$ cat src/rtl/alu_issue_stage.sv
// MIPS32 integer decode and operand select ahead of the one-hot ALU, with a 2-entry skid buffer.
// Optional operand forwarding is enabled with `define ALU_ISSUE_FWD_EN.
module alu_issue_stage #(
  parameter int unsigned DATA_WIDTH = 32,
  parameter int unsigned OP_WIDTH   = 12
) (
  input  logic                  clk,
  input  logic                  rst,
  input  logic                  flush,
  input  logic                  in_valid,
  output logic                  in_ready,
  input  logic [31:0]           in_inst,
  input  logic [DATA_WIDTH-1:0] in_rs_data,
  input  logic [DATA_WIDTH-1:0] in_rt_data,
  output logic                  out_valid,
  input  logic                  out_ready,
  output logic [DATA_WIDTH-1:0] out_A,
  output logic [DATA_WIDTH-1:0] out_B,
  output logic [OP_WIDTH-1:0]   out_ALUop,
  output logic [4:0]            out_dest,
  output logic                  out_wen,
  output logic                  out_ov_chk,
  output logic                  out_illegal
`ifdef ALU_ISSUE_FWD_EN
  ,
  input  logic                  fwd_valid,
  input  logic [4:0]            fwd_reg,
  input  logic [DATA_WIDTH-1:0] fwd_data
`endif
);

  localparam int unsigned OP_ADD  = 0;
  localparam int unsigned OP_SUB  = 1;
  localparam int unsigned OP_AND  = 2;
  localparam int unsigned OP_OR   = 3;
  localparam int unsigned OP_NOR  = 4;
  localparam int unsigned OP_XOR  = 5;
  localparam int unsigned OP_SLT  = 6;
  localparam int unsigned OP_SLTU = 7;
  localparam int unsigned OP_SLL  = 8;
  localparam int unsigned OP_SRL  = 9;
  localparam int unsigned OP_SRA  = 10;
  localparam int unsigned OP_LUI  = 11;

  typedef struct packed {
    logic [DATA_WIDTH-1:0] a;
    logic [DATA_WIDTH-1:0] b;
    logic [OP_WIDTH-1:0]   op;
    logic [4:0]            dest;
    logic                  wen;
    logic                  ov_chk;
    logic                  illegal;
  } entry_t;

  logic [5:0]  opcode;
  logic [4:0]  rs;
  logic [4:0]  rt;
  logic [4:0]  rd;
  logic [4:0]  shamt;
  logic [5:0]  funct;
  logic [15:0] imm;

  assign opcode = in_inst[31:26];
  assign rs     = in_inst[25:21];
  assign rt     = in_inst[20:16];
  assign rd     = in_inst[15:11];
  assign shamt  = in_inst[10:6];
  assign funct  = in_inst[5:0];
  assign imm    = in_inst[15:0];

  logic [DATA_WIDTH-1:0] rs_val;
  logic [DATA_WIDTH-1:0] rt_val;

`ifdef ALU_ISSUE_FWD_EN
  // Bypass a result not yet written to the GPR file; r0 is never forwarded.
  assign rs_val = (fwd_valid && (fwd_reg != 5'd0) && (fwd_reg == rs)) ? fwd_data : in_rs_data;
  assign rt_val = (fwd_valid && (fwd_reg != 5'd0) && (fwd_reg == rt)) ? fwd_data : in_rt_data;
`else
  assign rs_val = in_rs_data;
  assign rt_val = in_rt_data;
`endif

  logic [DATA_WIDTH-1:0] imm_sext;
  logic [DATA_WIDTH-1:0] imm_zext;

  assign imm_sext = {{(DATA_WIDTH-16){imm[15]}}, imm};
  assign imm_zext = DATA_WIDTH'(imm);

  entry_t                dec;
  logic [DATA_WIDTH-1:0] a_sel;
  logic [DATA_WIDTH-1:0] b_sel;
  logic [OP_WIDTH-1:0]   op_sel;
  logic [4:0]            dest_sel;
  logic                  ov_sel;
  logic                  legal;

  // Instruction decode and operand selection.
  always_comb begin
    a_sel    = '0;
    b_sel    = '0;
    op_sel   = '0;
    dest_sel = 5'd0;
    ov_sel   = 1'b0;
    legal    = 1'b1;
    dec      = '0;
    if (opcode == 6'h00) begin
      dest_sel = rd;
      a_sel    = rs_val;
      b_sel    = rt_val;
      case (funct)
        6'h20: begin op_sel[OP_ADD] = 1'b1; ov_sel = 1'b1; end
        6'h21: op_sel[OP_ADD] = 1'b1;
        6'h22: begin op_sel[OP_SUB] = 1'b1; ov_sel = 1'b1; end
        6'h23: op_sel[OP_SUB] = 1'b1;
        6'h24: op_sel[OP_AND] = 1'b1;
        6'h25: op_sel[OP_OR] = 1'b1;
        6'h26: op_sel[OP_XOR] = 1'b1;
        6'h27: op_sel[OP_NOR] = 1'b1;
        6'h2A: op_sel[OP_SLT] = 1'b1;
        6'h2B: op_sel[OP_SLTU] = 1'b1;
        6'h00: begin op_sel[OP_SLL] = 1'b1; a_sel = DATA_WIDTH'(shamt); end
        6'h02: begin op_sel[OP_SRL] = 1'b1; a_sel = DATA_WIDTH'(shamt); end
        6'h03: begin op_sel[OP_SRA] = 1'b1; a_sel = DATA_WIDTH'(shamt); end
        6'h04: op_sel[OP_SLL] = 1'b1;
        6'h06: op_sel[OP_SRL] = 1'b1;
        6'h07: op_sel[OP_SRA] = 1'b1;
        default: legal = 1'b0;
      endcase
    end else begin
      dest_sel = rt;
      a_sel    = rs_val;
      case (opcode)
        6'h08: begin op_sel[OP_ADD] = 1'b1; b_sel = imm_sext; ov_sel = 1'b1; end
        6'h09: begin op_sel[OP_ADD] = 1'b1; b_sel = imm_sext; end
        6'h0A: begin op_sel[OP_SLT] = 1'b1; b_sel = imm_sext; end
        6'h0B: begin op_sel[OP_SLTU] = 1'b1; b_sel = imm_sext; end
        6'h0C: begin op_sel[OP_AND] = 1'b1; b_sel = imm_zext; end
        6'h0D: begin op_sel[OP_OR] = 1'b1; b_sel = imm_zext; end
        6'h0E: begin op_sel[OP_XOR] = 1'b1; b_sel = imm_zext; end
        6'h0F: begin op_sel[OP_LUI] = 1'b1; a_sel = '0; b_sel = imm_zext; end
        default: legal = 1'b0;
      endcase
    end
    if (legal) begin
      dec.a      = a_sel;
      dec.b      = b_sel;
      dec.op     = op_sel;
      dec.dest   = dest_sel;
      dec.wen    = (dest_sel != 5'd0);
      dec.ov_chk = ov_sel;
    end else begin
      dec.illegal = 1'b1;
    end
  end

  entry_t main_q, main_d;
  entry_t skid_q, skid_d;
  logic   main_valid_q, main_valid_d;
  logic   skid_valid_q, skid_valid_d;
  logic   in_ready_q, in_ready_d;
  logic   in_fire;

  assign in_fire = in_valid && in_ready_q && !flush;

  // Skid buffer next state: main drains first, skid refills main, FIFO order kept.
  always_comb begin
    main_d       = main_q;
    skid_d       = skid_q;
    main_valid_d = main_valid_q;
    skid_valid_d = skid_valid_q;
    if (flush) begin
      main_valid_d = 1'b0;
      skid_valid_d = 1'b0;
    end else if (!main_valid_q || out_ready) begin
      if (skid_valid_q) begin
        main_d       = skid_q;
        main_valid_d = 1'b1;
        skid_valid_d = in_fire;
        if (in_fire) begin
          skid_d = dec;
        end
      end else begin
        main_valid_d = in_fire;
        if (in_fire) begin
          main_d = dec;
        end
      end
    end else if (in_fire) begin
      skid_valid_d = 1'b1;
      skid_d       = dec;
    end
    in_ready_d = !skid_valid_d;
  end

  always_ff @(posedge clk) begin
    if (rst) begin
      main_q       <= '0;
      skid_q       <= '0;
      main_valid_q <= 1'b0;
      skid_valid_q <= 1'b0;
      in_ready_q   <= 1'b0;
    end else begin
      main_q       <= main_d;
      skid_q       <= skid_d;
      main_valid_q <= main_valid_d;
      skid_valid_q <= skid_valid_d;
      in_ready_q   <= in_ready_d;
    end
  end

  assign in_ready    = in_ready_q;
  assign out_valid   = main_valid_q;
  assign out_A       = main_q.a;
  assign out_B       = main_q.b;
  assign out_ALUop   = main_q.op;
  assign out_dest    = main_q.dest;
  assign out_wen     = main_q.wen;
  assign out_ov_chk  = main_q.ov_chk;
  assign out_illegal = main_q.illegal;

endmodule
$ cat config.mk
export PLATFORM = sky130hd
export DESIGN_NAME = alu_issue_stage
export DESIGN_NICKNAME = d
export VERILOG_FILES = /design/src/rtl/alu_issue_stage.sv
export SDC_FILE = /design/constraint.sdc
export NUM_CORES = 1
export LEC_CHECK = 0
export ABC_AREA = 0
export BUFFER_PORTS_ARGS = -buffer_cell sky130_fd_sc_hd__clkbuf_2
export CAP_MARGIN = 30
export CORE_MARGIN = 3
export CORE_UTILIZATION = 24
export DETAILED_ROUTE_END_ITERATION = 6
export GPL_ROUTABILITY_DRIVEN = 1
export PLACE_DENSITY = 0.41
export SLEW_MARGIN = 20
export SYNTH_ARGS = -nofsm -noshare
export SYNTH_HDL_FRONTEND = slang
export SYNTH_SLANG_ARGS = --single-unit
$ cat constraint.sdc
create_clock -name clk -period 2.2 [get_ports clk]
set_clock_uncertainty 0.15 [all_clocks]
set_input_delay 0 -clock clk [delete_from_list [all_inputs] [get_ports clk]]
set_output_delay 0 -clock clk [all_outputs]
set_load 0.005 [all_outputs]
Word level (Yosys, flattened, before mapping)
Cells that the tools add are included.
- output and inout port bits: 86
- bits of input ports: 101
- bits in registers: 171
- reductions and logical operators: 25
- equal/unequal tests: 24
- bitwise operators: 1
- multiplexer cells: 49
- operator list (kind ; number):
    $mux 84 ; 5
    $mux 32 ; 4
    $mux 83 ; 1
    $pmux 32 s2 ; 1
    $eq 6x6->1 const B ; 10
    $eq 6x4->1 const B ; 8
    $mux 1 ; 34
    $eq 6x3->1 const B ; 3
    $reduce_or 16->1 ; 1
    $reduce_or 2->1 ; 8
    $eq 6x2->1 const B ; 2
    $logic_not 6->1 ; 2
    $reduce_or 4->1 ; 2
    $reduce_or 8->1 ; 1
    $mux 3 ; 2
    $mux 5 ; 1
    $reduce_bool 5->1 ; 1
    $logic_not 1->1 ; 3
    $reduce_and 3->1 ; 1
    $reduce_or 3->1 ; 1
    $logic_and 1x1->1 ; 2
    $mux 2 ; 1
    $ne 2x2->1 const B ; 1
    $reduce_and 2->1 ; 1
    3 further kinds ; 3

Longest topological paths before layout
Gate-level depths: netlist (run 1).
- depth in word-level cells: 8
- depth in mapped cells: 8
- gate-level depth less buffers: 4

Worst setup path after synthesis (run 1)
Ideal clock, no wire load.
- path type: register to register
- from: reg skid_valid_q
- to: reg skid_q[42] (netlist name)
- stages on the path, launching flop included: 8
- clock period less this slack: 1.980 ns
- path slack: 0.220 ns
- data arrival time: 1.737 ns
- buffers on the path: 3
- data required time: 1.958 ns
- setup time: 0.092 ns
- cells stage by stage: dfxtp_1 > buf_2 > clkinv_1 > a211oi_2 > nand2b_1 > buf_2 > clkbuf_1 > o32ai_1
- word-level cells in the longest chain between the ends: 2
- RTL lines (element ; line ; source):
    start, declared ; 159 ; logic skid_valid_q, skid_valid_d;
    start signal, assigned ; 206 ; skid_valid_q <= skid_valid_d;
    $ne 2x2->1 (no line) ; - ;
    $reduce_and 2->1 (no line) ; - ;
    end signal, assigned ; 204 ; skid_q <= skid_d;
    end, declared ; 157 ; entry_t skid_q, skid_d;
No other way between the ends.
A chain may end at the register's enable or synchronous reset.

Final worst setup path (run 1)
- from: in in_inst[1]
- to: reg skid_q[53] (netlist name)
- word-level cells in the longest chain between the ends: 8
- elaborated cells on any way between the ends: 26
- RTL lines (element ; line ; source):
    start, declared ; 12 ; input logic [31:0] in_inst,
    $eq 6x3->1, or another cell as far along ; 110 ; case (funct)
    $reduce_or 16->1 (no line) / $reduce_or 3->1 (equally long branches) ; - ;
    $mux 1 / $mux 32 (equally long branches) ; 110 ;
    $mux 1 / $mux 32 (equally long branches) ; 106 ; if (opcode == 6'h00) begin
    $mux 83 (*) ; 144 ; if (legal) begin
    $mux 84 (*) ; 179, 188 ;
    $mux 84 ; 175 ; if (skid_valid_q) begin
    $mux 84 (*) ; 174 ; end else if (!main_valid_q || out_ready) begin
Every way passes the cells marked *; elsewhere a longest branch is shown, timed or not. The select of a mux whose other input is x is not followed.

==> results summary, run 1 <==
The width of the die is 193 um. STA classifies the critical path startpoint as an input pin. Clock tree synthesis selected as its root buffer the cell clkbuf_16.

Across the run, the number of max-cap violations was 0. Entering global routing, the biggest net connects about 110 pins. The worst setup path is of the input pin to flip-flop kind. In the final layout, the share of cells above drive strength 1 is 0.229.

Setup repair after global routing could not meet its margin everywhere. The mean area per synthesized cell came out at 8.54 um^2. The number of standard cells in the final layout excluding fillers is 1,683. The power density relative to cell area is between 600 and 700 mW/mm^2. By area the synthesized netlist is led by dfxtp_1 41%, a211oi_1 6.5%, o21bai_1 4.4%. TritonCTS built the clock tree.

dfxtp_1 takes more of the synthesized area than any other cell. STA classifies the critical path endpoint as a flip-flop. The number of placed cells counting well taps came out at 1,534. The commonest cells after synthesis are 171 x dfxtp_1, 93 x clkbuf_1, 85 x nor2_1. The number of filler cells placed in the layout is roughly 3,600. For this block, the initial DRC count from the detailed router was 494.

IR analysis of the VDD net gives a maximum drop of 0.511 mV. The number of hold violations in the final report is 0. The first-pass GRT wire length is 48,300 um. The area inside the core boundary came out at 0.0340 mm^2. Relative to the synthesized area, the layout overhead comes to 40.2%. The number of global-route vias before repair is 8,220. The half-perimeter wire length after placement came out at 20,100 um.

The number of DRC violations after detailed routing is 0. The number of vias per cell after detailed routing came out at roughly 5.1. The detailed-routing iteration count for the pre-antenna-repair pass came out at 7. The worst min-delay path category is input pin to flip-flop. The sum of overflow across all layers after global routing is 0. The height of the chip is roughly 190 um. The worst path needs 2130 ps of the cycle, external delays included.

Summed over all cells, the static leakage comes to 4.61 nW. The starting density of the core is 0.246. The clock insertion delay at the later pin of the skew report came out at 450 ps. The final-stage net count is approximately 1,300. The number of enable-type register cells in the synthesized netlist came out at 0. In this run the worst path has a maximum fanout of 64. In this run the tightest slew margin relative to its limit is 0.667. The post-placement worst setup slack is -96.3 ps. The number of antenna violations at the first check in global routing is 0. The proportion of synthesized chip area in sequential cells is 0.410. After synthesis, the netlist uses 56 different library cells.

The number of input and output port buffers inserted came out at ~180. The synthesized netlist net count came out at 1,079. Setup slack on the critical path of the routed design comes to 74.8 ps. The number of nets with antenna violations after detailed routing came out at 0. The run finished with clean final reports. The die area came out at 0.0371 mm^2. The number of H-tree levels is 4. For the pin with the worst max-slew slack, the measured transition is approximately 500 ps. The netlist area before placement is ~0.0084 mm^2. The number of buffers between clock root and the deepest sink came out at 2.

Row generation in the floorplan step produced 67 rows. At the worst endpoint, the arrival time is 2360 ps. The routability congestion estimate is 0.753. The clock sink count came out at ~170.

The number of endpoints failing setup at the final stage is 0. The primary flip-flop cell chosen by synthesis mapping is dfxtp_1. The number of buffers created by CTS is 17.

Of the post-synthesis cell area, the dominant cell type holds 0.410. Clock-pin slew was measured on the worst setup and hold paths at 80 ps. The share of async-settable or async-resettable flops after synthesis came out at 0. The number of antenna repair diodes is 0.

Wires add up to 31,900 um. The synthesis warning total came out at 0. The routed layout has slightly below 9,000 vias. Dividing the final minimum period by the clock period gives 0.966.

The count of pins over their slew limit came out at 0. The number of register bits inferred by synthesis came out at between 150 and 200. The required time of the critical path is 2430 ps. The top achievable clock speed came out at between 0.4 and 0.5 GHz. In the global route stage, overall resource usage came out at 0.166. The most common cell in the synthesized netlist is dfxtp_1. The number of standard cells after synthesis came out at 978. The average wire per cell in the routed design is 19.0 um.

For this design the top-level I/O count stands at around 190.
layout by cell type, fill, tap and decap left out, types with 8 or more instances in the layout:
cell	Yosys	routed
clkbuf_2	2	180
dfxtp_1	171	170
dlygate4sd3_1	0	115
nor2_1	85	84
a211oi_1	72	72
nor3_1	60	58
nand2_1	52	52
o21bai_1	49	49
a21oi_1	47	47
buf_4	1	35
a221oi_1	33	33
o2bb2ai_1	32	32
nand3b_1	23	23
o41ai_1	23	21
a21o_1	19	19
a31oi_1	19	19
inv_1	18	18
a32oi_1	18	18
clkbuf_16	0	18
o32ai_1	16	16
o2111ai_1	17	16
buf_12	0	13
nor4_1	12	12
nand4_1	10	10
a311oi_1	9	9
nand2b_1	9	8
metal layers:
| layer | up-vias | global-route usage | share of wire |
|---|---|---|---|
| met5 | - | 0 | 0 |
| met4 | 0 | 0.0420 | 0.012 |
| met3 | 21 | 0.0349 | 0.050 |
| met2 | 216 | 0.255 | 0.45 |
| met1 | 4148 | 0.236 | 0.49 |
| li1 | 4277 | - | - |
layout make-up:
type | instances | area (um^2) | share of cell area
Clock inverter | 15 | 138 | 0.0118
Multi-Input combinational cell | 668 | 4460 | 0.381
Sequential cell | 171 | 3430 | 0.293
Timing Repair Buffer | 345 | 2630 | 0.224
Tap cell | 448 | 561 | 0.0479
Inverter | 19 | 75.1 | 0.00641
Clock buffer | 17 | 425 | 0.0363
kinds of logic after synthesis:
| group | after synthesis | synth area share |
|---|---|---|
| AOI/OAI and AO/OA | 380 | 0.350 |
| buffers and inverters | 139 | 0.0668 |
| DFF | 171 | 0.410 |
| muxes | 1 | 0.00120 |
| and+or+nand+nor | 287 | 0.173 |
worst paths after layout:
kind	from	endpoint	slack (ps)	depth (start not counted)
setup / recovery	in_inst[1]	skid_q[53]$_SDFFE_PP0P_	70	9
hold / removal	in_inst[27]	skid_q[14]$_SDFFE_PP0P_	40	5
setup reg to reg	skid_valid_q$_SDFF_PP0_	out_B[1]$_SDFFE_PP0P_	130	5
hold reg to reg	skid_q[19]$_SDFFE_PP0P_	skid_q[19]$_SDFFE_PP0P_	310	2
state kept, by name, summed over array words and instances (netlist names):
signal and count:
in_ready 1, out_A 32, out_ALUop 12, out_B 32, out_dest 5, out_illegal 1
out_ov_chk 1, out_valid 1, out_wen 1, skid_q 84, skid_valid_q 1
per-stage QoR:
| stage | setup TNS [ps] | util | cell area (um^2) | hold slack [ps] | power, mW |
|---|---|---|---|---|---|
| 4_1_cts | 0 | 0.343 | 11700 | 0.424 | 7.16 |
| 5_1_grt | -61.3 | 0.345 | 11700 | 61.0 | 7.37 |
| 3_3_place_gp | -1510 | 0.293 | 9930 | 87.4 | 3.97 |
| 2_1_floorplan | 0 | - | 8360 | -16.4 | 3.61 |
| 6_report | 0 | 0.345 | 11700 | 41.2 | 7.06 |
| 3_5_place_dp | -2590 | 0.293 | 9930 | 94.2 | 3.97 |
critical path, stage by stage:
cell and delay (ps):
clkbuf_2 130, dlygate4sd3_1 580, buf_4 170, nand2b_2 230
nand4b_1 150, buf_12 260, a22oi_1 130, dlygate4sd3_1 570
o2bb2ai_1 110
report_power, final:
group / switching, mW / internal, mW / total, mW
logic: 0.461 / 0.400 / 0.861
registers: 0.0325 / 3.15 / 3.18
clock network: 1.53 / 1.49 / 3.02
timing repair:
item,4_1_cts,5_1_grt
hold buffers,115,0
setup endpoints to repair,32,50
gates resized for setup,2,5
cloned,0,1
hold endpoints to repair,156,0
setup buffers,0,1
No activity file was read; power rests on OpenSTA's default activity.
==> run 2: changes to the inputs <==
--- a/config.mk
+++ b/config.mk
@@ -12,7 +12,8 @@
 export CORE_UTILIZATION = 24
 export DETAILED_ROUTE_END_ITERATION = 6
 export GPL_ROUTABILITY_DRIVEN = 1
-export PLACE_DENSITY = 0.41
+export MAX_ROUTING_LAYER = met4
+export PLACE_DENSITY = 0.42
 export SLEW_MARGIN = 20
 export SYNTH_ARGS = -nofsm -noshare
 export SYNTH_HDL_FRONTEND = slang
==> constraint.sdc (replaced) <==
create_clock -name clk -period 1.75 [get_ports clk]
set_clock_uncertainty 0.15 [all_clocks]
set_input_delay 0 -clock clk [delete_from_list [all_inputs] [get_ports clk]]
set_output_delay 0 -clock clk [all_outputs]
set_load 0.005 [all_outputs]
==> run 2 against run 1 <==
The run now ends with setup timing left; combinational power increased by 42%; flip-flop and latch count stayed put; die area is the same; sequential power up 26%; first-iteration DRC count grew 18%; core utilization rose by 2.8 points; highest routed layer unchanged; largest power group is now the clock network; cell area increased by 8.1%; global-route usage up 0.66 points; final cell count increased by 3.0%; sequential share of layout area fell by 2.2 points; largest cell class unchanged; setup slack worse by 110 ps; register-to-register slack worse by 170 ps.
==> results summary, run 2 (synthesized netlist as in run 1, its figures left out) <==
The category of the most critical setup path is flip-flop to flip-flop (was input pin to flip-flop). The worst relative slew slack was 0.690 (was 0.667). The number of nets with antenna violations after detailed routing was 0 (unchanged). The half-perimeter wire length after placement came out at 20,500 um (was 20,100 um).

The first-pass GRT wire length came to 48,700 um (was 48,300 um). The number of placement rows came out at 67 (unchanged). The number of flip-flops in the largest register came out at 84 (unchanged).

The initial detailed-routing violation count came out at 584 (was 494). The final critical path time including I/O delays and setup is approximately 1800 ps. The number of DRC violations after detailed routing was 0 (unchanged). The number of vias per cell after detailed routing is 5.14 (was 5.15). The worst setup slack after layout came out at -37.7 ps (was 74.8 ps). The width of the die came out at 193 um (unchanged).

The count of pins over their slew limit came out at 0 (unchanged). The number of global-route vias before repair is 8,498 (was 8,220). The average wire per cell in the routed design came to 18.9 um (was 19.0 um).

The share of the clock period used by the worst path after layout came out at 1.02. The total power consumption of the routed design came out at 9.31 mW (was 7.06 mW). The nature of the critical path startpoint was a flip-flop (was input pin). The worst path arrival time came out at 1990 ps (was 2360 ps).

The register containing the most flip-flops in the final layout is skid_q (unchanged). The required time of the critical path is 1960 ps (was 2430 ps). The final reports fail on setup timing. The number of placed cells counting well taps came out at 1,584 (was 1,534).

The number of buffers between clock root and the deepest sink is 2 (unchanged). The maximum number of pins on one net before global-route repair is 98 (was 107). The sum of overflow across all layers after global routing came to 0 (unchanged). The kind of end point of the critical path was a flip-flop (unchanged). The commonest non-fill, non-tap cell in the layout is clkbuf_2 (unchanged). The starting density of the core is 0.246 (unchanged). The number of standard cells in the final layout excluding fillers came out at 1,733 (was 1,683). The post-placement worst setup slack is -194 ps (was -96.3 ps). The number of endpoints failing setup at the final stage came out at 27 (was 0). The area inside the core boundary is 0.0340 mm^2 (unchanged). The worst min-delay path category is input pin to flip-flop (unchanged).

The final-stage net count came out at 1,373 (was 1,323). The total detailed-routing wirelength is 32,700 um (was 31,900 um). The max-cap violation count is 0 (unchanged). The CTS tree is done (unchanged). The number of antenna violations at the first check in global routing came to 0 (unchanged). The die area came to 0.0371 mm^2 (unchanged).

The total I/O pin count is 187 (unchanged). Commonest cells after routing, fill and taps aside: 180 x clkbuf_2, 168 x dfxtp_1, 95 x dlygate4sd3_1 (was 180 x clkbuf_2, 170 x dfxtp_1, 115 x dlygate4sd3_1). The share of cells above drive strength 1 is 0.314 (was 0.229).

The slew of the pin with the lowest slew margin is 465 ps (was 487 ps). The power density relative to cell area is 735 mW/mm^2 (was 603 mW/mm^2). The number of filler cells placed in the layout is 3,549 (was 3,614). The number of H-tree levels is 4 (unchanged). The routed via count came out at 8,904 (was 8,662). The clock insertion delay at the later pin of the skew report came out at 430 ps (was 450 ps).

The standby leakage power came out at 5.10 nW (was 4.61 nW). The height of the chip is 193 um (unchanged). The overall global routing resource usage is 0.173 (was 0.166). The number of buffers created by CTS came out at 17 (unchanged). The routability congestion estimate was 0.797 (was 0.753).

The clock slew seen by the registers of the worst setup and hold paths is 80 ps (about the same). The summed negative setup slack over all endpoints came out at -184 ps (was 0 ps). The clock sink count came to 171 (unchanged). The clock root buffer master is clkbuf_16 (unchanged). Outcome: finished with violations (was finished, final reports clean). The number of input and output port buffers inserted is 181 (unchanged). The number of hold violations in the final report was 0 (unchanged).

Setup repair after global routing missed its margin: yes (unchanged). The top achievable clock speed is 0.559 GHz. The detailed-routing iteration count for the pre-antenna-repair pass was 5 (was 7). The growth of design area from synthesis to finish came to 51.6% (was 40.2%). The largest fanout on the critical path came out at 5 (was 64). The maximum vdd drop was 0.680 mV (was 0.511 mV). The number of antenna repair diodes came out at 0 (unchanged).
## run 2: worst paths after layout
check | slack (ps) | end | cells after the start | startpoint
setup / recovery | -40 | out_A[21]$_SDFFE_PP0P_ | 8 | out_valid$_SDFFE_PP0N_
hold / removal | 10 | out_ALUop[3]$_SDFFE_PP0P_ | 4 | in_inst[28]
setup reg to reg | -40 | out_A[21]$_SDFFE_PP0P_ | 8 | out_valid$_SDFFE_PP0N_
hold reg to reg | 300 | skid_q[19]$_SDFFE_PP0P_ | 2 | skid_q[19]$_SDFFE_PP0P_
## run 2: routing by layer
layer / vias up / part of all wire / GRT usage
met4: 0 / 0.0099 / 0.0398
met5: - / 0 / -
met1: 4273 / 0.49 / 0.241
met2: 223 / 0.45 / 0.258
met3: 18 / 0.046 / 0.0323
li1: 4390 / - / -
## run 2: metrics by stage
step | hold slack [ps] | util | cell area [um^2]
3_5_place_dp | 97.0 | 0.307 | 10400
4_1_cts | 1.81 | 0.356 | 12100
6_report | 14.6 | 0.373 | 12700
2_1_floorplan | -16.4 | - | 8480
3_3_place_gp | 93.2 | 0.307 | 10400
5_1_grt | 54.0 | 0.373 | 12700
## run 2: cell type report
type,count,area (um^2),area share
Tap cell,448,561,0.0443
Multi-Input combinational cell,669,4790,0.378
Timing Repair Buffer,394,3180,0.251
Clock inverter,14,181,0.0143
Clock buffer,18,439,0.0347
Inverter,19,83.8,0.00662
Sequential cell,171,3430,0.271
## run 2: critical path: stages, from the launching register on
cell      delay [ps]
dfxtp_2          340
buf_6            110
nor2b_4          130
nor3_4           300
buf_4            200
buf_6            120
buf_4            100
o21bai_1          50
a211oi_1         210
## run 2: where the power goes
part | switching [mW] | internal (mW) | leakage [nW]
combinational | 0.628 | 0.588 | 3.41
clock | 1.77 | 2.32 | 0.302
sequential | 0.0420 | 3.96 | 1.39
total | 2.44 | 6.87 | 5.10
## run 2: timing repair
item                       CTS  global route
gates resized for setup     12            71
hold buffers                95             0
pin swaps                    0            16
setup endpoints to repair   51           131
cloned                       0             6
buffers inserted             0            16
hold endpoints to repair   155             0
